<file path="src/rtl/keypad_scan_n.sv">
// Matrix keypad scanner: one-hot row drive, per-frame column sampling,
// frame-level debounce FSM with lockout, multi-key flag, auto-repeat and key history.
module keypad_scan_n #(
    parameter int ROWS          = 4,
    parameter int COLS          = 4,
    parameter int SCAN_DIV      = 12000,
    parameter int DEBOUNCE      = 4,
    parameter int DIGITS        = 2,
    parameter int REPEAT_EN     = 0,
    parameter int REPEAT_FRAMES = 50,
    localparam int KW = (ROWS * COLS > 1) ? $clog2(ROWS * COLS) : 1
) (
    input  logic                 clk,
    input  logic                 reset,
    input  logic [COLS-1:0]      cols,
    output logic [ROWS-1:0]      rows,
    output logic [KW-1:0]        keyCode,
    output logic                 newNum,
    output logic                 pressed,
    output logic                 idle,
    output logic                 multiKey,
    output logic [DIGITS*KW-1:0] history
);

    localparam int          DW    = $clog2(SCAN_DIV);
    localparam int          RW    = (ROWS > 1) ? $clog2(ROWS) : 1;
    localparam int          HW    = DIGITS * KW;
    localparam int          MAXC  = (DEBOUNCE > REPEAT_FRAMES) ? DEBOUNCE : REPEAT_FRAMES;
    localparam int          CW    = $clog2(MAXC + 1);
    localparam int unsigned UCOLS = COLS;

    typedef enum logic [1:0] {S_IDLE, S_DEB, S_HELD, S_REL} state_t;

    state_t          r_state;
    logic [DW-1:0]   r_divCnt;
    logic [RW-1:0]   r_rowIdx;
    logic [ROWS-1:0] r_rows;
    logic [COLS-1:0] r_colsS;
    logic [RW-1:0]   r_sampRow;
    logic            r_sampValid;
    logic [1:0]      r_hit;
    logic [KW-1:0]   r_first;
    logic            r_held;
    logic [KW-1:0]   r_cand;
    logic [KW-1:0]   r_keyCode;
    logic [HW-1:0]   r_hist;
    logic [CW-1:0]   r_fcnt;
    logic [CW-1:0]   r_rcnt;
    logic            r_newNum;
    logic            r_pressed;
    logic            r_idle;
    logic            r_multi;

    logic [RW-1:0]   w_rowNext;
    logic [31:0]     w_base;
    logic [1:0]      w_rowCnt;
    logic [KW-1:0]   w_rowFirst;
    logic            w_rowHeld;
    logic [2:0]      w_sum;
    logic [1:0]      w_hitTot;
    logic [KW-1:0]   w_first;
    logic            w_held;
    logic            w_frameEnd;
    logic            w_single;
    logic            w_accept;
    logic            w_repeat;
    logic [KW-1:0]   w_shiftCode;

    assign w_rowNext = (r_rowIdx == RW'(ROWS - 1)) ? '0 : r_rowIdx + 1'b1;
    assign w_base    = 32'(r_sampRow) * UCOLS;

    // Decode the row sampled on the previous edge into count / lowest code / cand hit.
    always_comb begin
        w_rowCnt   = '0;
        w_rowFirst = '0;
        w_rowHeld  = 1'b0;
        for (int unsigned c = 0; c < UCOLS; c++) begin
            if (r_colsS[c]) begin
                if (w_rowCnt == 2'd0) w_rowFirst = KW'(w_base + c);
                if (w_rowCnt != 2'd2) w_rowCnt = w_rowCnt + 2'd1;
                if (KW'(w_base + c) == r_cand) w_rowHeld = 1'b1;
            end
        end
    end

    assign w_sum      = {1'b0, r_hit} + {1'b0, w_rowCnt};
    assign w_hitTot   = (w_sum >= 3'd2) ? 2'd2 : w_sum[1:0];
    assign w_first    = (r_hit == 2'd0) ? w_rowFirst : r_first;
    assign w_held     = r_held | w_rowHeld;
    assign w_frameEnd = r_sampValid && (r_sampRow == RW'(ROWS - 1));
    assign w_single   = (w_hitTot == 2'd1);

    assign w_accept = w_frameEnd && w_single &&
                      ((r_state == S_IDLE && DEBOUNCE == 1) ||
                       (r_state == S_DEB && w_first == r_cand &&
                        (r_fcnt + CW'(1)) == CW'(DEBOUNCE)));
    assign w_repeat = w_frameEnd && (REPEAT_EN != 0) && (r_state == S_HELD) && w_held &&
                      (r_rcnt + CW'(1)) == CW'(REPEAT_FRAMES);
    assign w_shiftCode = w_accept ? w_first : r_cand;

    // Scan engine: row dwell counter, column sample register, frame accumulators.
    always_ff @(posedge clk) begin
        if (reset) begin
            r_divCnt    <= '0;
            r_rowIdx    <= '0;
            r_rows      <= ROWS'(1);
            r_colsS     <= '0;
            r_sampRow   <= '0;
            r_sampValid <= 1'b0;
            r_hit       <= '0;
            r_first     <= '0;
            r_held      <= 1'b0;
        end else begin
            r_sampValid <= 1'b0;
            if (r_divCnt == DW'(SCAN_DIV - 1)) begin
                r_divCnt    <= '0;
                r_colsS     <= cols;
                r_sampRow   <= r_rowIdx;
                r_sampValid <= 1'b1;
                r_rowIdx    <= w_rowNext;
                r_rows      <= ROWS'(1) << w_rowNext;
            end else begin
                r_divCnt <= r_divCnt + 1'b1;
            end
            if (r_sampValid) begin
                if (w_frameEnd) begin
                    r_hit   <= '0;
                    r_first <= '0;
                    r_held  <= 1'b0;
                end else begin
                    r_hit   <= w_hitTot;
                    r_first <= w_first;
                    r_held  <= w_held;
                end
            end
        end
    end

    // Debounce / hold / release FSM, evaluated once per frame end.
    always_ff @(posedge clk) begin
        if (reset) begin
            r_state   <= S_IDLE;
            r_cand    <= '0;
            r_keyCode <= '0;
            r_hist    <= '0;
            r_fcnt    <= '0;
            r_rcnt    <= '0;
            r_newNum  <= 1'b0;
            r_pressed <= 1'b0;
            r_idle    <= 1'b1;
            r_multi   <= 1'b0;
        end else begin
            r_newNum <= w_accept | w_repeat;
            if (w_accept | w_repeat) begin
                r_keyCode <= w_shiftCode;
                r_hist    <= (r_hist << KW) | HW'(w_shiftCode);
            end
            if (w_frameEnd) begin
                r_multi <= (w_hitTot == 2'd2);
                if (w_accept) begin
                    r_cand    <= w_first;
                    r_state   <= S_HELD;
                    r_fcnt    <= '0;
                    r_rcnt    <= '0;
                    r_pressed <= 1'b1;
                    r_idle    <= 1'b0;
                end else begin
                    case (r_state)
                        S_IDLE: begin
                            if (w_single) begin
                                r_cand  <= w_first;
                                r_fcnt  <= CW'(1);
                                r_state <= S_DEB;
                                r_idle  <= 1'b0;
                            end
                        end
                        S_DEB: begin
                            if (w_single && w_first == r_cand) begin
                                r_fcnt <= r_fcnt + CW'(1);
                            end else begin
                                r_state <= S_IDLE;
                                r_fcnt  <= '0;
                                r_idle  <= 1'b1;
                            end
                        end
                        S_HELD: begin
                            if (w_held) begin
                                if (REPEAT_EN != 0) r_rcnt <= w_repeat ? '0 : r_rcnt + CW'(1);
                            end else if (DEBOUNCE == 1) begin
                                r_state   <= S_IDLE;
                                r_rcnt    <= '0;
                                r_pressed <= 1'b0;
                                r_idle    <= 1'b1;
                            end else begin
                                r_state <= S_REL;
                                r_fcnt  <= CW'(1);
                                r_rcnt  <= '0;
                            end
                        end
                        S_REL: begin
                            if (!w_held) begin
                                if ((r_fcnt + CW'(1)) == CW'(DEBOUNCE)) begin
                                    r_state   <= S_IDLE;
                                    r_fcnt    <= '0;
                                    r_pressed <= 1'b0;
                                    r_idle    <= 1'b1;
                                end else begin
                                    r_fcnt <= r_fcnt + CW'(1);
                                end
                            end else begin
                                r_state <= S_HELD;
                                r_fcnt  <= '0;
                                r_rcnt  <= '0;
                            end
                        end
                        default: r_state <= S_IDLE;
                    endcase
                end
            end
        end
    end

    assign rows     = r_rows;
    assign keyCode  = r_keyCode;
    assign newNum   = r_newNum;
    assign pressed  = r_pressed;
    assign idle     = r_idle;
    assign multiKey = r_multi;
    assign history  = r_hist;

endmodule

</file>
<file path="config.mk">
export PLATFORM = sky130hd
export DESIGN_NAME = keypad_scan_n
export DESIGN_NICKNAME = d
export VERILOG_FILES = /design/src/rtl/keypad_scan_n.sv
export SDC_FILE = /design/constraint.sdc
export NUM_CORES = 1
export LEC_CHECK = 0
export BUFFER_PORTS_ARGS = -buffer_cell sky130_fd_sc_hd__buf_2
export CORE_MARGIN = 5
export CORE_UTILIZATION = 35
export CTS_CLUSTER_SIZE = 30
export DETAILED_ROUTE_END_ITERATION = 8
export MAX_ROUTING_LAYER = met4
export PLACE_DENSITY = 0.52
export SLEW_MARGIN = 10
export SYNTH_ARGS = -nofsm -noshare
export SYNTH_HDL_FRONTEND = slang
export SYNTH_SLANG_ARGS = --single-unit
</file>
<file path="constraint.sdc">
create_clock -name clk -period 4.4 [get_ports clk]
set_input_delay 0.22 -clock clk [delete_from_list [all_inputs] [get_ports clk]]
set_output_delay 0.22 -clock clk [all_outputs]
set_load 0.005 [all_outputs]
</file>
After elaboration in Yosys (flattened, before gate mapping)
Cells that the tools add are included.
- bits in registers: 62
- logic and storage cells: 135
- output and inout port bits: 20
- mux-type cells: 57
- bitwise gates (word level): 2
- add/sub/neg operators: 10
- eq/ne operators: 24
- reductions and logical operators: 22
- shift operators: 1
- magnitude comparators: 1
- operators by type and width (kind ; count):
    $mux 4 ; 13
    $mux 6 ; 6
    $mux 2 ; 15
    $pmux 6 s4 ; 1
    $eq 4x4->1 ; 5
    $mux 1 ; 20
    $ne 3x3->1 const B ; 5
    $add 14x1->14 const B ; 1
    $eq 14x14->1 const B ; 1
    $eq 2x2->1 const B ; 5
    $logic_not 2->1 ; 5
    $add 2x1->2 const B ; 4
    $add 4x2->4 const B ; 2
    $or 8x4->8 ; 1
    $pmux 2 s4 ; 1
    $reduce_bool 2->1 ; 4
    $add 6x1->6 const B ; 1
    $eq 6x3->1 const B ; 1
    $logic_and 1x1->1 ; 6
    $ne 2x2->1 const B ; 3
    $reduce_and 3->1 ; 2
    $reduce_and 6->1 ; 1
    $reduce_and 5->1 ; 1
    $add 4x1->4 const B ; 1
    other kinds (11) ; 12

Logic depth before layout (Yosys ltp)
- word-level depth: 18
- mapped depth: 16
- gate-level depth less buffers: 15

Worst setup path before layout
No wires, ideal clock.
- path type: reg-to-reg
- start point: register r_colsS[0]
- end point: register r_keyCode[0], in the netlist keyCode[0]
- arrival time: 3.292 ns
- buffers on the path: 1
- slack: 0.980 ns
- stages on the path, launching flop included: 17
- library setup time: 0.128 ns
- cells stage by stage: dfxtp_1 > inv_1 > ha_1 > mux2i_1 > o2111ai_1 > o21ai_0 > ha_1 > inv_1 > fa_1 > nand3_1 > nor4b_1 > mux2i_1 > a311oi_2 > nand3_1 > buf_2 > mux2i_1 > nor2_1
- cells in the longest elaborated chain, start to end: 17
- ends and longest elaborated chain (item ; line ; RTL):
    start: declaration ; 38 ; logic [COLS-1:0] r_colsS;
    start signal: assignment ; 117 ; r_colsS <= cols;
    $mux 1 ; 78 ; if (r_colsS[c]) begin
    $add 2x1->2 or $ne 2x2->1 (tied branches) ; 80 ; if (w_rowCnt != 2'd2) w_rowCnt = w_rowCnt + 2'd1;
    $mux 2 ; 80 ;
    $mux 2 ; 78 ;
    $add 2x1->2 or $ne 2x2->1 (tied branches) ; 80 ;
    $mux 2 ; 80 ;
    $mux 2 ; 78 ;
    $add 2x1->2 or $ne 2x2->1 (tied branches) ; 80 ;
    $mux 2 ; 80 ;
    $mux 2 ; 78 ;
    $add 2x2->3 ; 86 ; assign w_sum = {1'b0, r_hit} + {1'b0, w_rowCnt};
    $ge 3x2->1 ; 87 ; assign w_hitTot = (w_sum >= 3'd2) ? 2'd2 : w_sum[1:0];
    $mux 2 ; 87 ;
    $eq 2x1->1 ; 91 ; assign w_single = (w_hitTot == 2'd1);
    $logic_and 1x1->1 (2 in a row) ; 93 ; assign w_accept = w_frameEnd && w_single &&
    $mux 4 ; 99 ; assign w_shiftCode = w_accept ? w_first : r_cand;
    end signal: assignment ; 155 ; r_keyCode <= w_shiftCode;
    end: declaration ; 45 ; logic [KW-1:0] r_keyCode;
Several ways; a longest one is shown, not always the timed one.
A chain may end at the register's enable or synchronous reset.

Final worst setup path
- start point: register r_colsS[0]
- end point: register r_hist[3], in the netlist history[3]
- cells in the longest elaborated chain, start to end: 18
- ends and longest elaborated chain (item ; line ; RTL):
    $mux 1 ; 78 ;
    $add 2x1->2 or $ne 2x2->1 (tied branches) ; 80 ;
    $mux 2 ; 80 ;
    $mux 2 ; 78 ;
    $add 2x1->2 or $ne 2x2->1 (tied branches) ; 80 ;
    $mux 2 ; 80 ;
    $mux 2 ; 78 ;
    $add 2x1->2 or $ne 2x2->1 (tied branches) ; 80 ;
    $mux 2 ; 80 ;
    $mux 2 ; 78 ;
    $add 2x2->3 ; 86 ;
    $ge 3x2->1 ; 87 ;
    $mux 2 ; 87 ;
    $eq 2x1->1 ; 91 ;
    $logic_and 1x1->1 (2 in a row) ; 93 ;
    $mux 4 ; 99 ;
    $or 8x4->8 ; 156 ; r_hist <= (r_hist << KW) | HW'(w_shiftCode);
    end signal: assignment ; 156 ;
    end: declaration ; 46 ; logic [HW-1:0] r_hist;
Several ways; a longest one is shown, not always the timed one.

==> flow_summary.toml <==
[route]
highest_layer = "met4"
avgRoutedWirePerCell_um = 13.0
met2RoutedLength_um = 2750
initialDrtViolationCount = 88
viasPerCell = 4.99
wl_met3_um = 172
drt-met1-wl_um = 2970
wl_um = 5980
num_vias = 2301
drc = 0
drtPass1Iterations = 4
ant_nets = 0

[synth]
synth_seq_area_share = 0.398
ys_ff_latch = 58
synth_ff_type = "dfxtp_1"
ys_warn_count = 0
synthCells = 335
yosysTopAreaCell = "dfxtp_1"
synthArstFlopShare = 0
synth_edf_count = 0
syn_avg_cell_area_um2 = 8.71
synth_nets = 356
netlist_area_um2 = 2920
synth_top_cell_area_share = 0.398
synthTopCellsByArea = "dfxtp_1, mux2i_1, nor2_1"
ys_types = 52

[placement]
placed_cells = 445
port_buffers = 25
post-place-ws_ns = 0.318
dp_hpwl_um = 4120
gp_congestion = 0.764

[clocking]
hold_buffers = 0
clockRootBuffer = "clkbuf_8"
cts_max_level = 3
cts-buffers-inserted = 9
cts_buffer_depth = 2
post_cts_buffers = 0
clk_latency_ns = 0.34
clk_pin_slew_ns = 0.06
cts_sinks = 58
cts_tree = "yes"

[timing]
setup_viol_count_final = 0
max_freq_ghz = 0.253
period_needed_ns = 3.95
tns_ns = 0
skew_ns = 0.00829
period_share = 0.897
hold_viol_final = 0
rsz0062_at_grt = "no"
timing.slew.headroom = 0.411
finalWorstSetupSlack_ns = 0.455
tightest_slew_ns = 0.884
maxSlewViolCount = 0

[critical_path]
cp.required_ns = 4.59
crit_path_frequent_cell = "mux2i_1"
cp-end-kind = "flip-flop"
max_stage_delay_ns = 0.50
crit_chain = "inv_1, ha_1, mux2i_1, o2111ai_1, o21ai_0, ha_1, inv_1, fa_1, nand3_1, nor4b_1, mux2i_1, a311oi_2, nand3_2, mux2i_1, nor2_1"
r2r_slack_ns = 0.45
cp_num_buf_inv = 2
worstPathArrival_ns = 4.13
start_kind = "flip-flop"
cp_slowest_cell = "fa_1"
path_max_fanout = 11
rr_worst_depth = 15
critPathTopFamily = "adder cells"
reg2reg_to = "history[3]"
crit_type = "flip-flop to flip-flop"
r2r_start = "r_colsS[0]"

[floorplan]
core_um2 = 8180
die_area_um2 = 10300
placementRows = 33
die_width_um = 101
die-height_um = 101
ioPinCount = 26
start_util = 0.357

[global_routing]
grt_first_pass_wirelength_um = 10200
grt_pass1_vias = 2187
antenna_found_initial = 0
grt_usage = 0.129
grt_overflow = 0
grt_max_degree = 49

[layout]
area_growth_pct = 12.6
drive_above_1_share = 0.149
fillerInstances = 858
diodes = 0
final_nets = 372
stdcell_count = 461

[power]
power_density_nw_per_um2 = 320
total_power_mw = 1.05
irDropWorstVdd_uv = 176
power.leakage_nw = 1.31

[min_path]
min_path_type = "input port to flip-flop"
whs_path_depth = 3
hold_end = "r_colsS[0]"
min_from = "cols[0]"

[outcome]
outcome = "completed"

[run]
cap_viol_max_count = 0
[worst max path at each step]
stage,from,endpoint,cells after the start
after floorplan,r_colsS[0],keyCode[0],16
after global placement,r_colsS[0],keyCode[0],15
after detailed placement,r_colsS[0],history[3],15
after CTS,r_colsS[0],history[3],15
after global routing,r_colsS[0],history[4],15
final,r_colsS[0],history[3],15
[routing by layer]
layer | global-route usage | vias up
met5 | - | -
met4 | 0.0368 | 0
met3 | 0.0448 | 6
met2 | 0.195 | 16
met1 | 0.162 | 1091
li1 | - | 1188
[cells in the final DEF, fill, tap and decap left out, types with 14 or more instances in the layout]
master,synthesis,layout
dfxtp_1,58,58
nand3_1,20,19
inv_1,14,14
nand2_1,21,21
mux2i_1,25,25
o21ai_0,16,16
nor2_1,51,51
ha_1,14,14
buf_2,2,25
[cells by family after synthesis]
| family | share of synthesized area |
|---|---|
| buffers and inverters | 0.0536 |
| flip-flops | 0.398 |
| adder cells (fa/ha/maj) | 0.0669 |
| AND/OR/NAND/NOR | 0.222 |
| multiplexers | 0.0986 |
| XOR/XNOR | 0.0450 |
| AO/OA/AOI/OAI | 0.116 |
[sequential cells by signal (all words and copies together) (netlist names), 2 cells and up]
name and flops:
r_divCnt 14, r_fcnt 6, history 5, r_cand 4, r_colsS 4, r_first 4
rows 4, keyCode 3, r_hit 2, r_rowIdx 2, r_sampRow 2, r_state 2
[power breakdown]
group,internal (mW),switching [mW],total (mW)
registers,0.527,0.00204,0.529
logic,0.00456,0.0112,0.0158
clock network,0.289,0.217,0.506
[Yosys cell counts (2+ instances only)]
master	number
nand2_1	21
buf_4	4
xnor2_1	7
dfxtp_1	58
o21ai_0	16
a21oi_1	11
mux2i_1	25
and3_1	8
a21o_1	3
or3b_1	2
nor2b_1	3
nand3_1	20
a22oi_1	3
o211ai_1	2
ha_1	14
a31oi_1	3
inv_1	14
o2111ai_1	2
nor4_1	7
or3_1	2
clkbuf_1	12
xor2_1	8
buf_2	2
nor2_1	51
nand2b_1	4
nor3_1	4
buf_1	2
nand4_1	3
[per-stage QoR]
stage / hold WS, ns / util / area (um2)
6_report: 0.123 / 0.402 / 3290
5_1_grt: 0.113 / 0.402 / 3290
4_1_cts: 0.113 / 0.402 / 3280
3_5_place_dp: 0.453 / 0.377 / 3080
3_3_place_gp: 0.443 / 0.377 / 3080
2_1_floorplan: 0.367 / - / 2920
[worst reg2reg max path: stages, from the launching register on]
cell       delay [ns]
dfxtp_1          0.43
inv_1            0.11
ha_1             0.30
mux2i_1          0.22
o2111ai_1        0.14
o21ai_0          0.10
ha_1             0.16
inv_1            0.05
fa_1             0.50
nand3_1          0.21
nor4b_1          0.32
mux2i_1          0.19
a311oi_2         0.40
nand3_2          0.35
mux2i_1          0.26
nor2_1           0.05
[layout make-up]
cell class / instances / area, um2 / area share
clock buffer: 11 / 151 / 0.0460
tap: 105 / 131 / 0.0400
clock inverter: 5 / 52.6 / 0.0160
multi-input combinational: 242 / 1610 / 0.489
timing repair buffer: 26 / 133 / 0.0403
sequential: 58 / 1160 / 0.353
inverter: 14 / 52.6 / 0.0160
[timing repair]
action,in CTS,in global routing
gates resized for setup,0,1
hold endpoints to repair,0,0
setup endpoints to repair,0,10
Power figures use the tool's default switching activity.
